--- config.mk ---
export PLATFORM = sky130hd
export DESIGN_NAME = fetch_stage
export DESIGN_NICKNAME = d
export VERILOG_FILES = /design/src/rtl/fetch_stage_pkg.sv /design/src/rtl/fetch_skid.sv /design/src/rtl/fetch_stage.sv
export SDC_FILE = /design/constraint.sdc
export NUM_CORES = 1
export LEC_CHECK = 0
export CAP_MARGIN = 20
export CORE_MARGIN = 2
export CORE_UTILIZATION = 39
export DETAILED_ROUTE_END_ITERATION = 7
export GPL_ROUTABILITY_DRIVEN = 0
export PLACE_DENSITY_LB_ADDON = 0.08
export SYNTH_ARGS = -nofsm -noshare
export SYNTH_HDL_FRONTEND = slang
export SYNTH_HIERARCHICAL = 1
export SYNTH_SLANG_ARGS = --single-unit
export TNS_END_PERCENT = 5
--- constraint.sdc ---
create_clock -name clk -period 8.18 [get_ports clk]
set_input_delay 2.454 -clock clk [delete_from_list [all_inputs] [get_ports clk]]
set_output_delay 2.454 -clock clk [all_outputs]
set_load 0.01 [all_outputs]
--- src/rtl/fetch_stage_pkg.sv ---
// Shared definitions for the instruction fetch stage: data width, NOP value and FSM encoding.
package fetch_stage_pkg;

  localparam int unsigned DataWidth = 32;

  typedef logic [DataWidth-1:0] word_t;

  localparam word_t Nop = 32'h0000_0000;

  // Fetch FSM encoding
  localparam logic [1:0] StIdle  = 2'd0;
  localparam logic [1:0] StIssue = 2'd1;
  localparam logic [1:0] StWait  = 2'd2;
  localparam logic [1:0] StFull  = 2'd3;

endpackage

--- src/rtl/fetch_skid.sv ---
// One-entry skid buffer that parks a fetched instruction while decode is stalled.
module fetch_skid
  import fetch_stage_pkg::*;
(
  input  logic  clk_i,
  input  logic  rst_i,
  input  logic  load_i,
  input  logic  unload_i,
  input  logic  clear_i,
  input  word_t data_i,
  input  word_t pc_i,
  output word_t data_o,
  output word_t pc_o,
  output logic  valid_o
);

  word_t data_q, data_d;
  word_t pc_q, pc_d;
  logic  valid_q, valid_d;

  // Next-state: clear and unload win over load
  always_comb begin
    data_d  = data_q;
    pc_d    = pc_q;
    valid_d = valid_q;
    if (clear_i || unload_i) begin
      valid_d = 1'b0;
    end else if (load_i) begin
      data_d  = data_i;
      pc_d    = pc_i;
      valid_d = 1'b1;
    end
  end

  // Entry storage with synchronous reset
  always_ff @(posedge clk_i) begin
    if (rst_i) begin
      data_q  <= Nop;
      pc_q    <= '0;
      valid_q <= 1'b0;
    end else begin
      data_q  <= data_d;
      pc_q    <= pc_d;
      valid_q <= valid_d;
    end
  end

  assign data_o  = data_q;
  assign pc_o    = pc_q;
  assign valid_o = valid_q;

endmodule

--- src/rtl/fetch_stage.sv ---
// Instruction fetch stage: single-outstanding memory requester feeding the IF/ID register.
module fetch_stage
  import fetch_stage_pkg::*;
(
  input  logic        clk,
  input  logic        rstd,
  input  logic [31:0] pc,
  input  logic        id_stall,
  input  logic        flush,
  output logic        imem_req,
  output logic [31:0] imem_addr,
  input  logic        imem_gnt,
  input  logic        imem_rvalid,
  input  logic [31:0] imem_rdata,
  output logic [31:0] inst_out,
  output logic [31:0] inst_pc,
  output logic        inst_valid,
  output logic        pc_hold,
  output logic [31:0] fetch_count
);

  logic [1:0] state_q, state_d;
  word_t      req_pc_q, req_pc_d;
  logic       squash_q, squash_d;
  word_t      inst_out_q, inst_out_d;
  word_t      inst_pc_q, inst_pc_d;
  logic       inst_valid_q, inst_valid_d;
  word_t      fetch_count_q, fetch_count_d;

  logic  skid_load, skid_unload, skid_clear;
  word_t skid_data, skid_pc;
  logic  skid_valid;
  logic  grant;

  // Request is withheld during a flush so a wrong-path address is never granted
  always_comb begin
    imem_req  = (state_q == StIssue) && !flush;
    imem_addr = imem_req ? pc : '0;
    grant     = imem_req && imem_gnt;
    pc_hold   = !grant;
  end

  // FSM, IF/ID register and skid control
  always_comb begin
    state_d       = state_q;
    req_pc_d      = req_pc_q;
    squash_d      = squash_q;
    inst_out_d    = inst_out_q;
    inst_pc_d     = inst_pc_q;
    inst_valid_d  = inst_valid_q && id_stall;
    fetch_count_d = fetch_count_q;
    skid_load     = 1'b0;
    skid_unload   = 1'b0;
    skid_clear    = 1'b0;

    unique case (state_q)
      StIdle: state_d = StIssue;
      StIssue: begin
        if (grant) begin
          req_pc_d = pc;
          state_d  = StWait;
        end
      end
      StWait: begin
        if (imem_rvalid) begin
          squash_d = 1'b0;
          state_d  = StIssue;
          if (!flush && !squash_q) begin
            if (!id_stall || !inst_valid_q) begin
              inst_out_d    = imem_rdata;
              inst_pc_d     = req_pc_q;
              inst_valid_d  = 1'b1;
              fetch_count_d = fetch_count_q + 32'd1;
            end else begin
              skid_load = 1'b1;
              state_d   = StFull;
            end
          end
        end else if (flush) begin
          // Response still owed by memory; drop it when it shows up
          squash_d = 1'b1;
        end
      end
      StFull: begin
        if (flush) begin
          state_d = StIssue;
        end else if (!id_stall && skid_valid) begin
          inst_out_d    = skid_data;
          inst_pc_d     = skid_pc;
          inst_valid_d  = 1'b1;
          fetch_count_d = fetch_count_q + 32'd1;
          skid_unload   = 1'b1;
          state_d       = StIssue;
        end
      end
      default: state_d = StIdle;
    endcase

    if (flush) begin
      inst_valid_d = 1'b0;
      skid_clear   = 1'b1;
    end
  end

  // State registers with synchronous active-high reset
  always_ff @(posedge clk) begin
    if (rstd) begin
      state_q       <= StIdle;
      req_pc_q      <= '0;
      squash_q      <= 1'b0;
      inst_out_q    <= Nop;
      inst_pc_q     <= '0;
      inst_valid_q  <= 1'b0;
      fetch_count_q <= '0;
    end else begin
      state_q       <= state_d;
      req_pc_q      <= req_pc_d;
      squash_q      <= squash_d;
      inst_out_q    <= inst_out_d;
      inst_pc_q     <= inst_pc_d;
      inst_valid_q  <= inst_valid_d;
      fetch_count_q <= fetch_count_d;
    end
  end

  fetch_skid u_skid (
    .clk_i    (clk),
    .rst_i    (rstd),
    .load_i   (skid_load),
    .unload_i (skid_unload),
    .clear_i  (skid_clear),
    .data_i   (imem_rdata),
    .pc_i     (req_pc_q),
    .data_o   (skid_data),
    .pc_o     (skid_pc),
    .valid_o  (skid_valid)
  );

  assign inst_out    = inst_out_q;
  assign inst_pc     = inst_pc_q;
  assign inst_valid  = inst_valid_q;
  assign fetch_count = fetch_count_q;

endmodule
==> impl_metrics.yaml <==
logic_synthesis:
  ys_seq_area_frac: 0.445
  ys.flop_type: "dfxtp_1"
  synth_top_area_cell: "dfxtp_1"
  netlist_area_sq_um: 8870
  syn_inst: 958
  async_flop_share: 0
  ys_ff_latch: 197
  yosys_warnings: 6
  netlist.area_leader.share: 0.445
  syn_nets: 1033
  yosys-top-cells-area: "dfxtp_1 44%, mux2i_1 15%, nand2b_1 9.2%, a211oi_1 5.6%, nor2_1 4.0%"
  synth_edf_count: 0
  yosysUniqueCellTypes: 50
  syn_area_per_cell_sq_um: 9.26
sta:
  finalCritPeriodShare: 0.870
  tns_ns: 0
  tightest_slew_ns: 1.07
  rsz0062_at_grt: "false"
  clock.fmax_ghz: 0.140
  worst_slack_ns: 1.06
  clock_skew_ns: 0.0181
  slew_viol_final: 0
  slew_headroom: 0.283
  min_period_ns: 7.12
  finalHoldViolations: 0
  setup_viol: 0
die:
  fp-row-count: 55
  core_area_sq_um: 22500
  die-width_microns: 155
  dieHeight_microns: 155
  pin_count: 201
  start_util: 0.394
  die-area_sq_um: 24000
drt:
  routed_wl_microns: 20700
  via_per_inst: 4.91
  drtAntennaViolNets: 0
  wl_per_cell_microns: 14.7
  vias: 6926
  dr.pass1.iters: 4
  drc: 0
  drt-initial-drc-count: 289
critical_path:
  critPathBufInv: 5
  crit_type: "primary input to primary output"
  rrSetupSlack_ns: 5.04
  crit_chain: "clkdlybuf4s50_1 > nor2b_2 > buf_4 > and2_1 > buf_4 > inv_1 > clkdlybuf4s50_1"
  critical_path_arrival_ns: 4.67
  crit_path_max_incr_delay_ns: 0.61
  crit_fanout: 34
  critPathTopFamily: "buffers and inverters"
  critPathLaunchType: "primary input"
  rr_startpoint: "state_q[1]"
  timing.rr.end: "u_skid/pc_o[8]"
  crit_path_end_kind: "primary output"
  r2r_cells: 6
  crit_required_ns: 5.73
  cp_slowest_cell: "clkdlybuf4s50_1"
cts:
  path_clk_slew_ns: 0.07
  cts_sinks: 197
  h-tree-depth: 4
  cts_tree: "yes"
  cts_resized: 0
  insertion_delay_ns: 0.44
  root_buffer: "clkbuf_16"
  cts_inserted_buffers: 17
  clock_path_buffers: 2
  postCtsHoldBufs: 0
  post_cts_buffers: 0
status:
  status: "finished, final reports clean"
power:
  powerDensity_nw_per_um2: 188
  irDropWorstVdd_mv: 0.118
  p_total_w: 0.00216
  power_leakage_nw: 3.61
global_route:
  antenna_found_initial: 0
  track_usage: 0.172
  grt_pass1_wl_microns: 33600
  overflow: 0
  grt_max_degree: 129
  grt_pass1_vias: 6543
placement:
  numPortBuffers: 200
  pre_cts_ws_ns: 1.03
  dpl-instance-area_sq_um: 10900
  dp_hpwl_microns: 13000
job:
  drv_cap: 0
min_path:
  hold_path_end: "req_pc_q[24]"
  hold_path_class: "flip-flop to flip-flop"
  hp-start: "req_pc_q[24]"
  whs_path_depth: 2
final_layout:
  syn2layout_area_growth_pct: 30.0
  design_area_sq_um: 11500
  drive_above_1_share: 0.0542
  n_antenna_cell: 0
  num-nets-final: 1188
  final_common_cell: "clkdlybuf4s50_1"
  layout_common_cells: "199 x clkdlybuf4s50_1, 197 x dfxtp_1, 130 x mux2i_1, 130 x nand2b_1, 94 x nor2_1"
  utilization: 0.512
[kinds of logic after synthesis]
kind of cell,count (synthesis),share of synthesized area
adders and majority gates,5,0.00706
AOI/OAI and AO/OA,126,0.0947
DFF,197,0.445
buffers and inverters,79,0.0483
and+or+nand+nor,400,0.238
xor gates and xnor gates,21,0.0207
muxes,130,0.147
[sequential cells by signal, indices dropped and copies added, names as in the netlist]
signal and flops:
fetch_count 32, inst_out 32, inst_pc 32, req_pc_q 32
u_skid/data_o 32, u_skid/pc_o 32, state_q 2, inst_valid 1
squash_q 1, u_skid/valid_o 1
[area by class of cell]
| cell class | instances | area [sq um] |
|---|---|---|
| sequential | 197 | 3940 |
| clock buffer | 18 | 429 |
| inverter | 5 | 18.8 |
| multi-input combinational | 682 | 4520 |
| timing repair buffer | 210 | 2090 |
| tap | 285 | 357 |
| clock inverter | 14 | 160 |
| fill | 2097 | 11000 |
[power by group]
part           internal [W]  switching, W
combinational      0.000163      0.000148
sequential         0.000995     0.0000221
clock              0.000412      0.000421
[per-stage QoR]
| step | std cells | hold slack (ns) |
|---|---|---|
| detailed placement | 1378 | 0.461 |
| global route | 1411 | 0.492 |
| floorplan | 958 | 0.447 |
| global placement | 1378 | 0.458 |
| CTS | 1410 | 0.475 |
| finish | 1411 | 0.475 |
[worst max path at each step]
| stage | from | to | slack (ns) | cells past startpoint |
|---|---|---|---|---|
| 6_report | flush | pc_hold | 1.06 | 7 |
| 5_1_grt | flush | pc_hold | 0.87 | 7 |
| 4_1_cts | flush | pc_hold | 1.02 | 7 |
| 3_5_place_dp | flush | pc_hold | 1.03 | 7 |
| 3_3_place_gp | flush | pc_hold | 1.01 | 7 |
| 2_1_floorplan | flush | pc_hold | 2.24 | 6 |
[tightest hold or removal path, delay by kind of cell, from the launching register on]
family / cells / cell delay, ns
flip-flops: 1 / 0.32
AND/OR/NAND/NOR: 1 / 0.06
AO/OA/AOI/OAI: 1 / 0.05
[per-layer routing]
metal	up-vias	track usage	routed length, microns	share of wire
met5	-	0	0	0
met4	0	0.0511	102	0.0049
met3	6	0.0403	789	0.038
met2	136	0.265	9290	0.45
met1	3178	0.241	10600	0.51
li1	3606	-	-	-
[synth_stat cells (all sizes together) (2+ instances only)]
master	instances
nor3	5
nand2b	130
xnor2	10
nor4	9
mux2i	130
nor2b	2
clkbuf	59
a21oi	43
dfxtp	197
nor3b	2
nand4	11
xor2	11
buf	15
or2	2
or3	3
a211oi	66
nor2	95
nand3	7
inv	5
or4	9
nand2	82
o31ai	6
ha	5
and3	6
o21ai	4
and2	33
No activity file was read; power rests on OpenSTA's default activity.
